--- src/rtl/microondas_pkg.sv ---
// Shared types and constants for the BCD countdown timer.
// Optional feature macro: TIMER_PAUSE_EN adds the PAUSED state.
package microondas_pkg;

   typedef logic [3:0] bcd_t;

   localparam bcd_t BCD_ZERO = 4'd0;
   localparam bcd_t BCD_FIVE = 4'd5;
   localparam bcd_t BCD_NINE = 4'd9;

   typedef enum logic [1:0] {
      ST_IDLE   = 2'd0,
      ST_COUNT  = 2'd1,
      ST_DONE   = 2'd2
`ifdef TIMER_PAUSE_EN
      ,
      ST_PAUSED = 2'd3
`endif
   } state_e;

   // True for keypad codes that are legal decimal digits.
   function automatic logic bcd_valid(input logic [3:0] v);
      return (v <= BCD_NINE);
   endfunction

endpackage

--- src/rtl/bcd_digit_dec.sv ---
// One BCD decade down-counter: parallel load beats decrement, wraps to WRAP
// when decremented from zero and raises borrow_o in that case.
module bcd_digit_dec
   import microondas_pkg::*;
#(
   parameter bcd_t WRAP = BCD_NINE
) (
   input  logic clk,
   input  logic clear,
   input  logic load_i,
   input  bcd_t load_val_i,
   input  logic borrow_i,
   output bcd_t q_o,
   output logic borrow_o
);

   bcd_t q_q;
   bcd_t q_d;

   // Next digit value: load, else decrement with wrap, else hold.
   always_comb begin
      // NOTE: q_d gets its hold value first so every path assigns it and no latch is inferred.
      q_d = q_q;
      if (load_i) begin
         q_d = load_val_i;
      end else if (borrow_i) begin
         q_d = (q_q == BCD_ZERO) ? WRAP : q_q - 4'd1;
      end
   end

   // Digit register with synchronous clear.
   always_ff @(posedge clk) begin
      // NOTE: non-blocking assignments so every flop samples pre-edge values regardless of block order.
      if (clear) q_q <= BCD_ZERO;
      else       q_q <= q_d;
   end

   assign q_o      = q_q;
   assign borrow_o = borrow_i & (q_q == BCD_ZERO);

endmodule

--- src/rtl/bcd_countdown_timer.sv ---
// Microwave-style mm:ss BCD countdown timer: keypad digits shift in while
// idle, a 1 Hz tick counts down while running, DONE at 0:00.
// Optional feature macro: TIMER_PAUSE_EN (stop in COUNT pauses instead of clearing).
module bcd_countdown_timer
   import microondas_pkg::*;
#(
   parameter int SYNC_STAGES = 2
) (
   input  logic       clk,
   input  logic       clear,
   input  logic [3:0] D,
   input  logic       loadn,
   input  logic       pgt_1Hz,
   input  logic       startn,
   input  logic       stopn,
   output logic       enablen,
   output logic [3:0] min_ones,
   output logic [3:0] sec_tens,
   output logic [3:0] sec_ones,
   output logic       zero,
   output logic       done
);

   logic [SYNC_STAGES-1:0] loadn_sync_q;
   logic [SYNC_STAGES-1:0] tick_sync_q;
   logic                   loadn_hist_q;
   logic                   tick_hist_q;
   logic                   load_edge;
   logic                   tick_edge;

   state_e state_q, state_d;
   logic   load_dig;
   bcd_t   min_val, tens_val, ones_val;
   logic   dec_en;
   logic   at_one;
   logic   ones_borrow, tens_borrow, min_borrow;
   bcd_t   min_q, tens_q, ones_q;

   // Synchronizer chains and edge history for the asynchronous strobes.
   always_ff @(posedge clk) begin
      // NOTE: the chains reset to the inputs' idle levels so clear never fabricates an edge.
      if (clear) begin
         loadn_sync_q <= '1;
         tick_sync_q  <= '0;
         loadn_hist_q <= 1'b1;
         tick_hist_q  <= 1'b0;
      end else begin
         loadn_sync_q[0] <= loadn;
         tick_sync_q[0]  <= pgt_1Hz;
         for (int i = 1; i < SYNC_STAGES; i++) begin
            loadn_sync_q[i] <= loadn_sync_q[i-1];
            tick_sync_q[i]  <= tick_sync_q[i-1];
         end
         loadn_hist_q <= loadn_sync_q[SYNC_STAGES-1];
         tick_hist_q  <= tick_sync_q[SYNC_STAGES-1];
      end
   end

   assign load_edge = loadn_hist_q & ~loadn_sync_q[SYNC_STAGES-1];
   assign tick_edge = ~tick_hist_q & tick_sync_q[SYNC_STAGES-1];

   // The next decrement lands on 0:00 exactly when the display reads 0:01.
   assign at_one = (min_q == BCD_ZERO) && (tens_q == BCD_ZERO) && (ones_q == 4'd1);

`ifdef TIMER_PAUSE_EN
   logic stop_armed_q;

   // A second stop in PAUSED only counts after stopn has been released.
   always_ff @(posedge clk) begin
      if (clear || state_q != ST_PAUSED) stop_armed_q <= 1'b0;
      else if (stopn)                    stop_armed_q <= 1'b1;
   end
`endif

   // State register.
   always_ff @(posedge clk) begin
      if (clear) state_q <= ST_IDLE;
      else       state_q <= state_d;
   end

   // Next state and digit-control decode.
   always_comb begin
      state_d  = state_q;
      load_dig = 1'b0;
      min_val  = BCD_ZERO;
      tens_val = BCD_ZERO;
      ones_val = BCD_ZERO;
      dec_en   = 1'b0;
      case (state_q)
         ST_IDLE: begin
            if (!startn && stopn && !zero) begin
               state_d = ST_COUNT;
            end else if (load_edge && bcd_valid(D)) begin
               load_dig = 1'b1;
               min_val  = tens_q;
               tens_val = ones_q;
               ones_val = D;
            end
         end
         ST_COUNT: begin
            if (!stopn) begin
`ifdef TIMER_PAUSE_EN
               state_d  = ST_PAUSED;
`else
               load_dig = 1'b1;
               state_d  = ST_IDLE;
`endif
            end else if (tick_edge) begin
               dec_en = 1'b1;
               if (at_one) state_d = ST_DONE;
            end
         end
         ST_DONE: begin
            if (!stopn) begin
               load_dig = 1'b1;
               state_d  = ST_IDLE;
            end else if (load_edge && bcd_valid(D)) begin
               load_dig = 1'b1;
               ones_val = D;
               state_d  = ST_IDLE;
            end
         end
`ifdef TIMER_PAUSE_EN
         ST_PAUSED: begin
            if (!stopn) begin
               if (stop_armed_q) begin
                  load_dig = 1'b1;
                  state_d  = ST_IDLE;
               end
            end else if (!startn) begin
               state_d = ST_COUNT;
            end
         end
`endif
         default: state_d = ST_IDLE;
      endcase
   end

   bcd_digit_dec #(.WRAP(BCD_NINE)) u_sec_ones (
      .clk(clk), .clear(clear), .load_i(load_dig), .load_val_i(ones_val),
      .borrow_i(dec_en), .q_o(ones_q), .borrow_o(ones_borrow)
   );

   bcd_digit_dec #(.WRAP(BCD_FIVE)) u_sec_tens (
      .clk(clk), .clear(clear), .load_i(load_dig), .load_val_i(tens_val),
      .borrow_i(ones_borrow), .q_o(tens_q), .borrow_o(tens_borrow)
   );

   bcd_digit_dec #(.WRAP(BCD_NINE)) u_min_ones (
      .clk(clk), .clear(clear), .load_i(load_dig), .load_val_i(min_val),
      .borrow_i(tens_borrow), .q_o(min_q), .borrow_o(min_borrow)
   );

   assign min_ones = min_q;
   assign sec_tens = tens_q;
   assign sec_ones = ones_q;
   assign zero     = (min_q == BCD_ZERO) && (tens_q == BCD_ZERO) && (ones_q == BCD_ZERO);
   assign done     = (state_q == ST_DONE);
   assign enablen  = (state_q == ST_COUNT);

endmodule

--- config.mk ---
export PLATFORM = sky130hd
export DESIGN_NAME = bcd_countdown_timer
export DESIGN_NICKNAME = d
export VERILOG_FILES = /design/src/rtl/microondas_pkg.sv /design/src/rtl/bcd_digit_dec.sv /design/src/rtl/bcd_countdown_timer.sv
export SDC_FILE = /design/constraint.sdc
export NUM_CORES = 1
export LEC_CHECK = 0
export ABC_CLOCK_PERIOD_IN_PS = 3600
export CAP_MARGIN = 20
export CORE_AREA = 2 2 55 57
export CTS_CLUSTER_DIAMETER = 150
export CTS_CLUSTER_SIZE = 28
export DETAILED_ROUTE_END_ITERATION = 8
export DIE_AREA = 0 0 57 59
export PLACE_DENSITY = 0.69
export SYNTH_ARGS = -nofsm -noshare
export SYNTH_HDL_FRONTEND = slang
export SYNTH_HIERARCHICAL = 1
export SYNTH_SLANG_ARGS = --single-unit
--- constraint.sdc ---
create_clock -name clk -period 3.6 [get_ports clk]
set_input_delay 0.54 -clock clk [delete_from_list [all_inputs] [get_ports clk]]
set_output_delay 0.54 -clock clk [all_outputs]
set_load 0.03 [all_outputs]
# ---- Yosys cells after proc, flatten, opt, wreduce, memory -nomap -nowiden
# Index checks and enable logic that the tools add are counted.
dict set report totals {
  reg_bits 20
  latchBits 0
  ramBits 0
  rom_bits 0
  inputBits 10
  output_inout_bits 15
  wordCells 75
  memories 0
}
dict set report op_classes {
  addsub 3
  multipliers 0
  n_div 0
  n_lt_le_gt_ge 1
  n_eq_ne 7
  n_shift 0
  mux 34
  bitwise 6
  reduce_logical 16
}
# operator n
set op_table {}
lappend op_table {{$mux W4} 18}
lappend op_table {{$logic_not A4 Y1} 3}
lappend op_table {{$mux W2} 6}
lappend op_table {{$sub A4 B1 Y4 const B} 3}
lappend op_table {{$ne A3 B2 Y1 const B} 3}
lappend op_table {{$pmux W4 S2} 1}
lappend op_table {{$mux W1} 7}
lappend op_table {{$logic_and A1 B1 Y1} 6}
lappend op_table {{$pmux W2 S3} 1}
lappend op_table {{$reduce_bool A2 Y1} 3}
lappend op_table {{$and A1 B1 Y1} 4}
lappend op_table {{$eq A4 B1 Y1 const B} 1}
lappend op_table {{$le A4 B4 Y1 const B} 1}
lappend op_table {{$reduce_and A4 Y1} 1}
lappend op_table {{$pmux W1 S3} 1}
lappend op_table {{$eq A2 B1 Y1 const B} 1}
lappend op_table {{$eq A2 B2 Y1 const B} 1}
lappend op_table {{$logic_not A1 Y1} 2}
lappend op_table {{$logic_not A2 Y1} 1}
lappend op_table {{$ne A2 B2 Y1 const B} 1}
lappend op_table {{$not A1 Y1} 2}

# ---- Longest topological paths before layout
dict set report logic_depth {
  depth_word 9
  depth_mapped 10
  ltp_nobuf 10
}

# ---- Hierarchy
# The synthesis kept the hierarchy.
# module n_inst cells_each area_per_inst_um2 seq_area_each_um2
set modules_own_cells {}
lappend modules_own_cells {bcd_countdown_timer 1 59 534.3 160.2}
lappend modules_own_cells {{bcd_digit_dec (u_min_ones ...)} 2 24 221.5 80.1}
lappend modules_own_cells {{bcd_digit_dec (u_sec_tens)} 1 23 203.9 80.1}

# ---- Worst setup path after synthesis
# No wires, ideal clock.
dict set report synth_path {
  path_kind {register to register}
  from {register u_sec_ones.q_q[1] (netlist: u_sec_ones/q_o[1])}
  to {register u_sec_tens.q_q[2] (netlist: u_sec_tens/q_o[2])}
  setup_time_ns 0.102
  arrival_time_ns 3.023
  required_ns 3.498
  slack_ns 0.475
  path_stages_with_launch 8
  path_buffers 0
  synth_period_minus_slack_ns 3.125
  path_cell_list {dfxtp_1 > or4_4 > nor4_4 > o21ai_4 > o311ai_0 > inv_1 > o31a_2 > a221oi_1}
}
dict set report synth_via {
  elab_chain_cells 7
  elab_cells_between_ends 11
  cone_classes {mux (5); bitwise (1); reduce/logical (5)}
}
# element line_no
set synth_lines {}
lappend synth_lines {{start: declaration} bcd_digit_dec.sv:17} ;# bcd_t q_q;
lappend synth_lines {{start signal: assignment} bcd_digit_dec.sv:35} ;# else q_q <= q_d;
lappend synth_lines {{$logic_not A4 Y1 (*)} bcd_countdown_timer.sv:157} ;# assign zero = (min_q == BCD_ZERO) && (tens_q == BCD_ZERO) && (ones_q == BCD_ZERO);
lappend synth_lines {{$logic_and A1 B1 Y1 (*)} bcd_countdown_timer.sv:157}
lappend synth_lines {{via zero} bcd_countdown_timer.sv:20} ;# output logic zero,
lappend synth_lines {{$logic_not A1 Y1 (*)} bcd_countdown_timer.sv:91} ;# if (!startn && stopn && !zero) begin
lappend synth_lines {{$logic_and A1 B1 Y1 (*)} bcd_countdown_timer.sv:91}
lappend synth_lines {{$mux W1 (*)} bcd_countdown_timer.sv:91}
lappend synth_lines {{$pmux W1 S3 (*)} bcd_countdown_timer.sv:89} ;# case (state_q)
lappend synth_lines {{via load_dig} bcd_countdown_timer.sv:32} ;# logic load_dig;
lappend synth_lines {{$mux W4 or $reduce_bool A2 Y1 (tied branches)} -}
lappend synth_lines {{end signal: assignment} bcd_digit_dec.sv:35}
lappend synth_lines {{end: declaration} bcd_digit_dec.sv:17}
# The timed path passes the listed nets; every way through them passes the cells marked *.
# A chain may end at the register's enable or synchronous reset.

# ---- Final worst setup path
dict set report layout_path {
  from {register state_q[1]}
  to {register u_min_ones.q_q[1] (netlist: u_min_ones/q_o[1])}
}
dict set report layout_via {
  elab_chain_cells 5
  elab_cells_between_ends 10
  cone_classes {eq/ne (2); mux (4); bitwise (2); reduce/logical (2)}
}
# element line_no
set layout_lines {}
lappend layout_lines {{start: declaration} bcd_countdown_timer.sv:31} ;# state_e state_q, state_d;
lappend layout_lines {{start signal: assignment} bcd_countdown_timer.sv:78} ;# else state_q <= state_d;
lappend layout_lines {{$eq A2 B1 Y1} bcd_countdown_timer.sv:89}
lappend layout_lines {{$mux W1} bcd_countdown_timer.sv:89}
lappend layout_lines {{via dec_en} bcd_countdown_timer.sv:34} ;# logic dec_en;
lappend layout_lines {{$and A1 B1 Y1} bcd_digit_dec.sv:39} ;# assign borrow_o = borrow_i & (q_q == BCD_ZERO);
lappend layout_lines {{via ones_borrow} bcd_countdown_timer.sv:36} ;# logic ones_borrow, tens_borrow, min_borrow;
lappend layout_lines {{$and A1 B1 Y1} bcd_digit_dec.sv:39}
lappend layout_lines {{via tens_borrow} bcd_countdown_timer.sv:36}
lappend layout_lines {{$reduce_bool A2 Y1 (no line)} -}
lappend layout_lines {{end signal: assignment} bcd_digit_dec.sv:35}
lappend layout_lines {{end: declaration} bcd_digit_dec.sv:17}
# The timed path passes the listed nets, and every way through them passes these cells.

==> summary by stage <==
Status
The run finished with clean final reports.

Routing
The detail route stage leaves a number of antenna-violating nets equal to 0. Signal routing reaches up to met4. The per-cell routed wire length is between 10 and 15 microns. The residual DRC count is 0. The detailed router finished its first iteration with 12 violations. In the routed layout, each cell is associated on average with a via count of 5.566.

The via total after detailed routing is ~1,100. The detailed-route wire length is between 2 and 3 mm. The length of routed met3 wiring is between 90 and 100 microns. After detailed routing, the wire length on met1 is about 1.2 mm. The total met2 wirelength after detailed routing is approximately 1.3 mm. The first-pass detailed-route iteration total is 4.

Timing
The minimum clock period is 3153 ps. The sum of negative setup slack is 0 ps. Setup repair after global routing left no endpoint under its margin.

Setup violations remaining at the end of the flow were counted as 0. The worst relative slew slack is a little over two fifths. The post-route clock period utilization is approximately 88%. The transition time at the pin with the least slew margin is around 850 ps. The largest clock skew in the final design is ~2.2 ps.

The final number of max-transition violations came to 0. The hold violation total from the final report is 0. Static timing analysis puts the maximum clock frequency at 0.3172 GHz. The tightest hold margin is 426.7 ps.

Layout
The finished layout holds approximately 190 standard cells, fillers aside. The net count of the finished layout is 169. The antenna cell count is 0. The synthesis-to-layout area growth is 27.80%. The share of final-layout standard cells stronger than drive strength 1 is roughly a fifth.

Critical path
The worst setup path is of the reg2reg kind. The worst setup path is captured at a register. The category of the worst setup path launch point is a register. STA puts the critical path data arrival time at roughly 3400 ps. For this run, the slowest stage of the critical path takes 530 ps.

The slowest stage of the critical path is the sky130_fd_sc_hd__dfxtp_1 cell. Counting cells, the worst reg-to-reg path comes to 9. The highest net fanout along the worst path is 14. Traced cell by cell, the critical path runs through nor2_1, and3_1, nor4b_4, nor2b_1, nand2b_4, nor4_1, nand2b_1, or3_1, a221oi_2. The required time of the critical path is approximately 3800 ps.

GRT
Entering global routing, the biggest net connects 21 pins. Global routing used 16.98% of the available tracks. The global-route wire length before repair is 4.381 mm. The overflow left after global routing is 0.

The via count of the first global-routing pass is approximately 1,000. The initial antenna violation count was 0.

Clock tree
Clock-pin slew was measured on the worst setup and hold paths at ~120 ps. After clock tree synthesis, the setup repair step added 0 buffers. The number of clock buffers inserted by TritonCTS is 3. The clock drives 20 sinks. The cell at the root of the clock tree is sky130_fd_sc_hd__clkbuf_4. The H-tree depth reported by CTS is 1. In this run, post-CTS repair resized a total of 0 instances.

Hold repair after CTS inserted 0 buffers. The maximum clock insertion buffer count is 2. TritonCTS built the clock tree. The clock reaches the later pin of the worst-skew pair after around 300 ps.

Die
For this configuration, the core starts out at a cell density of a little over two fifths. The number of placed I/O pins is 25. After floorplanning, the core was divided into 19 placement rows. Measured along the x axis, the die boundary spans around 57 microns. The region available for standard cell placement spans about 2700 sq um.

The vertical die dimension is between 50 and 60 microns. The full die area is roughly 3400 sq um.

Synth
For this run, the number of Yosys warnings is 6. In this run the mean area of a mapped cell was approximately 9.1 sq um. After synthesis the cells add up to 1175 sq um. Synthesis handed over a netlist of around 130 instances.

The net count of the mapped netlist is around 140.

Power
The switching power of the nets is around 180 uW. The proportion of total power due to net switching is between 30% and 40%. The internal power of the cells totals between 300 and 400 uW. The leakage power figure is just under 0.0005 uW. Per report_power, the sequential group accounts for approximately 47% of the total. The clock network accounts for between 20% and 30% of the total power. The peak supply drop is approximately 240 uV. The power density of the placed cells is 359.8 nW/um^2. The proportion of power drawn by combinational gates is between 20% and 30%.

Worst hold path
The worst min-delay path category is reg2reg. Along the worst hold path, the cell count comes to 1.

Job
The tool flagged a number of max-cap violations equal to 0.

Place
Summed over all nets, the half-perimeter wirelength after detailed placement is approximately 2.0 mm. After detailed placement, the design holds a cell count of 185. The placer's final routability congestion estimate is around 0.7. The count of port buffers added during placement is 24.
worst max-delay path, delay by kind of cell, from the launching register on:
kind | cells | cell delay, ps
AND/OR/NAND/NOR | 8 | 2320
flip-flops | 1 | 530
AO/OA/AOI/OAI | 1 | 220
cells in the final DEF (no fill, tap or decap), types with 2 or more instances in the layout:
cell type,count
sky130_fd_sc_hd__xnor2_1,2
sky130_fd_sc_hd__clkdlybuf4s50_1,24
sky130_fd_sc_hd__clkbuf_4,3
sky130_fd_sc_hd__dfxtp_1,20
sky130_fd_sc_hd__a311oi_1,2
sky130_fd_sc_hd__or2_2,3
sky130_fd_sc_hd__nor3_1,2
sky130_fd_sc_hd__nor4b_4,2
sky130_fd_sc_hd__o21ai_0,5
sky130_fd_sc_hd__nor2b_1,8
sky130_fd_sc_hd__nor3b_2,8
sky130_fd_sc_hd__nor2_1,13
sky130_fd_sc_hd__nand2_1,14
sky130_fd_sc_hd__xor2_1,3
sky130_fd_sc_hd__a21oi_1,7
sky130_fd_sc_hd__nand2b_1,4
sky130_fd_sc_hd__inv_1,8
sky130_fd_sc_hd__a221oi_1,2
sky130_fd_sc_hd__or3_1,4
sky130_fd_sc_hd__a221oi_2,3
sky130_fd_sc_hd__buf_4,2
sky130_fd_sc_hd__a211oi_2,2
registers in the layout, indices dropped and copies added, names as in the netlist:
signal	cells
u_min_ones/q_o	4
loadn_hist_q	1
u_sec_ones/q_o	4
tick_hist_q	1
state_q	2
loadn_sync_q	2
tick_sync_q	2
u_sec_tens/q_o	4
stage by stage:
stage	total power, uW	cell area, sq um	worst slack [ps]	util (%)
2_1_floorplan	352.2	1175	474.5	-
3_3_place_gp	407.5	1465	387.1	54.06
3_5_place_dp	411.1	1465	200.9	54.06
4_1_cts	541.2	1501	459.4	55.40
5_1_grt	559.9	1501	153.2	55.40
6_report	540.2	1501	447.1	55.40
final timing paths:
path | startpoint | to | slack [ps]
setup / recovery | state_q[1]$_SDFFE_PP0P_ | u_min_ones/q_o[1]$_SDFFE_PP0P_ | 450
hold / removal | loadn_sync_q[0]$_SDFF_PP1_ | loadn_sync_q[1]$_SDFF_PP1_ | 430
setup reg to reg | state_q[1]$_SDFFE_PP0P_ | u_min_ones/q_o[1]$_SDFFE_PP0P_ | 450
hold reg to reg | loadn_sync_q[0]$_SDFF_PP1_ | loadn_sync_q[1]$_SDFF_PP1_ | 430
power groups by stage:
stage / Combinational, uW / Sequential, uW / Clock [uW]
finish: 155 / 251 / 134
global route: 165 / 254 / 141
CTS: 156 / 251 / 134
global placement: 152 / 255 / 0
detailed placement: 155 / 256 / 0
floorplan: 83.8 / 268 / 0
final cells by class:
type,count,area [sq um]
fill,262,1209
sequential,20,400.4
inverter,8,30.03
multi-input combinational,100,740.7
tap,31,38.79
clock buffer,4,36.28
timing repair buffer,26,255.2
per-layer routing:
metal  vias to the layer above  GRT usage, %
met5                         -             0
met3                         8         3.493
li1                        526             -
met1                       494         19.84
met2                        24         30.38
met4                         0         6.977
(Power assumes the default switching activity.)
